File: src/rtl/id_ex_operand_stage.sv
// ID/EX pipeline register with EX-stage operand forwarding muxes, load-use
// hazard detection and a saturating count of the bubbles that hazard inserts.
module id_ex_operand_stage #(
  parameter int XLEN  = 32,
  parameter int CNT_W = 16
) (
  input  logic             clk,
  input  logic             reset,
  input  logic             id_valid,
  input  logic [4:0]       id_rs1,
  input  logic [4:0]       id_rs2,
  input  logic [4:0]       id_rd,
  input  logic [XLEN-1:0]  id_rs1_data,
  input  logic [XLEN-1:0]  id_rs2_data,
  input  logic [XLEN-1:0]  id_imm,
  input  logic [XLEN-1:0]  id_pc,
  input  logic             id_regwrite,
  input  logic             id_memread,
  input  logic             id_memwrite,
  input  logic             id_memtoreg,
  input  logic             id_alusrc,
  input  logic [1:0]       id_aluop,
  input  logic             stall,
  input  logic             flush,
  input  logic [1:0]       forwardA,
  input  logic [1:0]       forwardB,
  input  logic [XLEN-1:0]  ex_mem_alu_result,
  input  logic [XLEN-1:0]  wb_write_data,
  output logic             id_ex_valid,
  output logic [4:0]       id_ex_rs1,
  output logic [4:0]       id_ex_rs2,
  output logic [4:0]       id_ex_rd,
  output logic             id_ex_regwrite,
  output logic             id_ex_memread,
  output logic             id_ex_memwrite,
  output logic             id_ex_memtoreg,
  output logic [1:0]       id_ex_aluop,
  output logic [XLEN-1:0]  id_ex_pc,
  output logic [XLEN-1:0]  id_ex_imm,
  output logic [XLEN-1:0]  alu_in1,
  output logic [XLEN-1:0]  alu_in2,
  output logic [XLEN-1:0]  store_data,
  output logic             load_use_stall,
  output logic [CNT_W-1:0] bubble_count
);

  typedef struct packed {
    logic            valid;
    logic [4:0]      rs1;
    logic [4:0]      rs2;
    logic [4:0]      rd;
    logic [XLEN-1:0] rs1_data;
    logic [XLEN-1:0] rs2_data;
    logic [XLEN-1:0] imm;
    logic [XLEN-1:0] pc;
    logic            regwrite;
    logic            memread;
    logic            memwrite;
    logic            memtoreg;
    logic            alusrc;
    logic [1:0]      aluop;
  } stage_t;

  // A bubble zeroes rs1/rs2 too, so the forwarding unit never matches it.
  localparam stage_t           BUBBLE  = stage_t'({$bits(stage_t){1'b0}});
  localparam logic [CNT_W-1:0] CNT_MAX = {CNT_W{1'b1}};
  localparam logic [CNT_W-1:0] CNT_ONE = CNT_W'(1'b1);

  stage_t           stage_r;
  stage_t           stage_next_s;
  stage_t           capture_s;
  logic [CNT_W-1:0] bubble_cnt_r;
  logic [CNT_W-1:0] bubble_cnt_next_s;
  logic             load_use_s;
  logic [XLEN-1:0]  fwd_a_s;
  logic [XLEN-1:0]  fwd_b_s;

  function automatic logic [XLEN-1:0] fwd_select(
    input logic [1:0]      sel,
    input logic [XLEN-1:0] rs_data,
    input logic [XLEN-1:0] ex_mem_val,
    input logic [XLEN-1:0] wb_val
  );
    logic [XLEN-1:0] res;
    case (sel)
      2'b10:   res = ex_mem_val;
      2'b01:   res = wb_val;
      2'b00:   res = rs_data;
      default: res = rs_data;
    endcase
    return res;
  endfunction

  // Pack the decoded ID fields into the stage record
  always_comb begin
    capture_s          = BUBBLE;
    capture_s.valid    = id_valid;
    capture_s.rs1      = id_rs1;
    capture_s.rs2      = id_rs2;
    capture_s.rd       = id_rd;
    capture_s.rs1_data = id_rs1_data;
    capture_s.rs2_data = id_rs2_data;
    capture_s.imm      = id_imm;
    capture_s.pc       = id_pc;
    capture_s.regwrite = id_regwrite;
    capture_s.memread  = id_memread;
    capture_s.memwrite = id_memwrite;
    capture_s.memtoreg = id_memtoreg;
    capture_s.alusrc   = id_alusrc;
    capture_s.aluop    = id_aluop;
  end

  // Load in EX whose destination is a source of the instruction in ID
  always_comb begin
    load_use_s = id_valid & stage_r.valid & stage_r.memread &
                 (stage_r.rd != 5'd0) &
                 ((stage_r.rd == id_rs1) | (stage_r.rd == id_rs2));
  end

  // Next-state selection: flush, then stall, then load-use bubble, then capture
  always_comb begin
    stage_next_s      = stage_r;
    bubble_cnt_next_s = bubble_cnt_r;
    if (flush) begin
      stage_next_s = BUBBLE;
    end else if (stall) begin
      stage_next_s = stage_r;
    end else if (load_use_s) begin
      stage_next_s = BUBBLE;
      if (bubble_cnt_r != CNT_MAX) begin
        bubble_cnt_next_s = bubble_cnt_r + CNT_ONE;
      end else begin
        bubble_cnt_next_s = bubble_cnt_r;
      end
    end else begin
      stage_next_s = capture_s;
    end
  end

  // Pipeline and counter registers
  always_ff @(posedge clk or posedge reset) begin
    if (reset) begin
      stage_r      <= BUBBLE;
      bubble_cnt_r <= {CNT_W{1'b0}};
    end else begin
      stage_r      <= stage_next_s;
      bubble_cnt_r <= bubble_cnt_next_s;
    end
  end

  // Forwarding muxes on the registered operands
  always_comb begin
    fwd_a_s = fwd_select(forwardA, stage_r.rs1_data, ex_mem_alu_result, wb_write_data);
    fwd_b_s = fwd_select(forwardB, stage_r.rs2_data, ex_mem_alu_result, wb_write_data);
    if (stage_r.alusrc) begin
      alu_in2 = stage_r.imm;
    end else begin
      alu_in2 = fwd_b_s;
    end
  end

  assign alu_in1        = fwd_a_s;
  assign store_data     = fwd_b_s;
  assign load_use_stall = load_use_s;
  assign bubble_count   = bubble_cnt_r;

  assign id_ex_valid    = stage_r.valid;
  assign id_ex_rs1      = stage_r.rs1;
  assign id_ex_rs2      = stage_r.rs2;
  assign id_ex_rd       = stage_r.rd;
  assign id_ex_regwrite = stage_r.regwrite;
  assign id_ex_memread  = stage_r.memread;
  assign id_ex_memwrite = stage_r.memwrite;
  assign id_ex_memtoreg = stage_r.memtoreg;
  assign id_ex_aluop    = stage_r.aluop;
  assign id_ex_pc       = stage_r.pc;
  assign id_ex_imm      = stage_r.imm;

endmodule

File: config.mk
export PLATFORM = sky130hd
export DESIGN_NAME = id_ex_operand_stage
export DESIGN_NICKNAME = d
export VERILOG_FILES = /design/src/rtl/id_ex_operand_stage.sv
export SDC_FILE = /design/constraint.sdc
export NUM_CORES = 1
export LEC_CHECK = 0
export CORE_ASPECT_RATIO = 0.6
export CORE_MARGIN = 4
export CORE_UTILIZATION = 40
export DETAILED_ROUTE_END_ITERATION = 12
export GPL_ROUTABILITY_DRIVEN = 0
export MAX_ROUTING_LAYER = met4
export PLACE_DENSITY = 0.78
export SYNTH_ARGS = -nofsm -noshare
export SYNTH_HDL_FRONTEND = slang
export SYNTH_SLANG_ARGS = --single-unit
File: constraint.sdc
create_clock -name clk -period 5.8 [get_ports clk]
set_clock_uncertainty 0.2 [all_clocks]
set_input_delay 1.16 -clock clk [delete_from_list [all_inputs] [get_ports clk]]
set_output_delay 1.16 -clock clk [all_outputs]
set_load 0.03 [all_outputs]
==> implementation parameters, run 1 <==
Parameter                              Value

Power
  Internal ... approximately 2.4 mW
  Relative contribution of sequential cells to total power ... 0.367
  Peak VDD IR ... between 0.15 and 0.2 mV
  Lkg Pwr ... roughly 6 nW
  Total power of the final layout ... about 3.4 mW
  Switching power share of the total ... 0.3116
  Clock group share of total power ... 0.362
  Combinational share of power ... 0.271
  Reported net switching power ... 1.072 mW
  Total power per unit cell area ... ~230 nW/µm²

Floorplanning
  Die Height ... about 130 µm
  Floorplan row count ... 45
  Die Footprint ... 28,910 µm²
  IO Count ... around 420
  Core area ... approximately 26,000 µm²
  Die width ... about 220 µm
  Initial standard-cell utilization of the core ... 0.4105

Timing
  Unrepaired setup endpoints after global routing ... false
  Share of the clock period used by the worst path ... 0.9377
  Relative slew slack ... 0.2750
  Final Hold Vio Count ... 0
  Final setup violation count ... 0
  Maximum clock rate ... about 180 MHz
  Sum of negative setup slack ... 0 ps
  Number of max-slew violations in the final report ... 0
  Final period demand of the worst path ... 5439 ps
  Transition time at the pin with the least slew margin ... between 1000 and 1500 ps

GRT
  Initial antenna violation count ... 14
  Wire length of the first global-routing pass ... between 60,000 and 70,000 µm
  GR Util All Layers ... 0.2857
  Pin count of the biggest net entering global routing ... approximately 170
  Number of global-route vias before repair ... between 10,000 and 15,000
  Overflow left after global routing ... 0

Clocking
  Num Clock Sinks ... around 170
  Number of buffers added by the clock tree synthesis step ... 17
  CTS Root Cell ... sky130_fd_sc_hd__clkbuf_16
  CTS tree ... built
  Clock slew at reported path FFs ... roughly 70 ps
  Clock insertion delay at the later pin of the skew report ... roughly 450 ps
  Hold-fix buffers at CTS ... 0
  Number of setup buffers added after CTS ... 0
  Number of levels in the clock H-tree ... 4
  Clock buffer depth ... 2
  PostCTS Resize Cnt ... 0

Critical path
  Largest driver fanout on the critical path ... between 60 and 70
  Crit path from ... forwardB[0]
  Critical R2R Capture ... id_ex_imm[17]$_DFFE_PP0P_
  Worst flop-to-flop path startpoint ... id_ex_rd[1]$_DFFE_PP0P_
  Worst Reg-to-Reg Cells ... 6
  Capture point of the worst path ... alu_in2[17]
  Startpoint types ... primary input
  Worst Setup End Kind ... output port
  Data required, critical path ... roughly 4400 ps
  Arrival time reported for the critical path endpoint ... around 4000 ps
  Slack of the worst reg-to-reg path ... about 2400 ps
  Crit Path Category ... in -> out

Placement
  Post-DP HPWL ... between 20,000 and 30,000 µm
  Input/output buffers ... 421
  Post-placement cell area ... about 14,000 µm²

Final layout
  Layout Utilization ... 0.5816
  Share of cells above drive strength 1 ... 0.08498
  Non-Filler Cell Area, Final ... 14,830 µm²
  Fillers ... around 2,200
  P&R area growth vs syn ... 41.68%
  Total number of nets in the final design ... 1,733
  Multi-input combinational cell area ... just over 5000 µm²
  Storage cell area ... between 4000 and 5000 µm²

Logic synthesis
  Fraction of synthesis flops using an asynchronous set or reset pin ... 1.000
  Gate count after technology mapping ... roughly 1,200
  Count of unique library cells instantiated by Yosys ... 37
  Most frequently used flop master after synthesis ... sky130_fd_sc_hd__dfrtp_1
  Post-Syn Area ... around 10,000 µm²
  Number of flops mapped to enable cells by yosys ... 0
  Yosys Warn Count ... 0
  Post-synthesis sequential element count ... 167
  Synthesized Nets ... roughly 1,500
  Part of the Yosys area used for sequential elements ... 0.3991
  Synthesized area per cell ... approximately 8.4 µm²

Drt
  Via count ... ~10,000
  Detail-routed via count per cell ... between 5 and 6
  Final Routed Wirelength ... between 40,000 and 50,000 µm
  First drt pass iteration count ... 5
  Final routed wire length divided by cell count ... 21.92 µm
  Antenna-violating nets left ... 0
  Iteration-0 DRC Markers ... slightly above 1,000
  # DRC ... 0

Worst hold path
  HP Class ... reg -> reg

Outcome
  Status ... finished clean

Flow run
  Max-capacitance violation count ... 0
## flip-flops by register name, summed over array words and instances (netlist names)
signal / count
id_ex_memwrite: 1
id_ex_memtoreg: 1
id_ex_rs1: 5
id_ex_pc: 32
bubble_count: 16
stage_r: 65
id_ex_rd: 5
id_ex_valid: 1
id_ex_imm: 32
id_ex_aluop: 2
id_ex_rs2: 5
id_ex_memread: 1
id_ex_regwrite: 1
## layer usage
| metal | vias up | wire (µm) | GRT usage |
|---|---|---|---|
| met5 | - | 0 | - |
| met4 | 0 | 966 | 0.09566 |
| met3 | 60 | 4418 | 0.09847 |
| met2 | 481 | 18760 | 0.4251 |
| met1 | 5011 | 17130 | 0.3663 |
| li1 | 4697 | - | - |
## logic make-up after synthesis
| kind of cell | after synthesis | share of synthesized area |
|---|---|---|
| AO/OA/AOI/OAI | 397 | 0.2410 |
| XOR/XNOR | 25 | 0.02091 |
| adder cells (fa/ha/maj) | 5 | 0.005975 |
| buffers and inverters | 237 | 0.1214 |
| flip-flops | 167 | 0.3991 |
| multiplexers | 33 | 0.03549 |
| AND/OR/NAND/NOR | 378 | 0.1760 |
## Yosys cell counts, drive strengths merged, types with 2 or more instances
master,number,share of area
nand2,222,0.080
a22oi,65,0.047
o21ai,179,0.086
buf,104,0.074
xor2,19,0.016
dfrtp,167,0.40
ha,5,0.0060
nor3,6,0.0033
o41ai,36,0.051
inv,44,0.016
mux2,33,0.035
nor2,6,0.0031
nand3,6,0.0029
and3,2,0.0012
clkbuf,89,0.032
nand4,2,0.0012
xnor2,6,0.0050
nor4,8,0.0062
or4,5,0.0036
nor2b,116,0.069
a21oi,115,0.055
## layout by cell type, fill, tap and decap left out, drive strengths merged, types with 8 or more instances in the layout
master,Yosys,final
inv,44,44
o21ai,179,179
clkbuf,89,21
a22oi,65,65
o41ai,36,36
a21oi,115,115
mux2,33,33
diode,0,13
xor2,19,19
buf,104,27
nor4,8,8
clkdlybuf4s50,0,410
nor2b,116,116
dfrtp,167,167
nand2,222,222
## power groups by stage
stage                     sequential (mW)  combinational (mW)  clock [mW]
after floorplan                      1.27               0.528           0
after global placement               1.28               0.921           0
after detailed placement             1.28               0.929           0
after CTS                            1.26               0.933        1.27
after global routing                 1.27               0.988        1.32
final                                1.26               0.933        1.25
## through the flow
step	setup WS, ps	hold WS, ps	cells
floorplan	1462	244.5	1242
global placement	520.7	256.9	1838
detailed placement	433.0	265.6	1838
CTS	432.6	280.5	1870
global route	257.8	289.9	1883
finish	361.3	279.4	1883
## final cells by class
class,count,share of cell area
Sequential cell,167,0.2817
Antenna cell,13,0.002193
Multi-Input combinational cell,838,0.3397
Timing Repair Buffer,437,0.2928
Tap cell,352,0.02969
Clock inverter,11,0.01156
Inverter,44,0.01139
Clock buffer,21,0.03104
## critical path, stage by stage
cell,delay (ps)
sky130_fd_sc_hd__clkdlybuf4s50_1,480
sky130_fd_sc_hd__inv_1,50
sky130_fd_sc_hd__ha_2,970
sky130_fd_sc_hd__o21ai_0,430
sky130_fd_sc_hd__mux2_2,360
sky130_fd_sc_hd__clkdlybuf4s50_1,600
## how the worst min path moves through the flow
stage	end	slack, ps	cells after the start	start
CTS	id_ex_pc[15]$_DFFE_PP0P_	280	2	id_ex_pc[15]$_DFFE_PP0P_
detailed placement	id_ex_rs2[3]$_DFFE_PP0P_	270	2	id_ex_rs2[3]$_DFFE_PP0P_
global route	id_ex_rs2[3]$_DFFE_PP0P_	290	2	id_ex_rs2[3]$_DFFE_PP0P_
global placement	id_ex_pc[14]$_DFFE_PP0P_	260	2	id_ex_pc[14]$_DFFE_PP0P_
finish	id_ex_pc[15]$_DFFE_PP0P_	280	2	id_ex_pc[15]$_DFFE_PP0P_
floorplan	id_ex_pc[12]$_DFFE_PP0P_	240	2	id_ex_pc[12]$_DFFE_PP0P_
Power figures use the tool's default switching activity.
==> run 2: changes to the inputs <==
--- a/config.mk
+++ b/config.mk
@@ -8,6 +8,7 @@
 export CORE_ASPECT_RATIO = 0.6
 export CORE_MARGIN = 4
 export CORE_UTILIZATION = 40
+export CTS_CLUSTER_DIAMETER = 200
 export DETAILED_ROUTE_END_ITERATION = 12
 export GPL_ROUTABILITY_DRIVEN = 0
 export MAX_ROUTING_LAYER = met4
==> results of run 2 <==
Same layout as run 1: the final DEF is identical, and so are final timing and power.
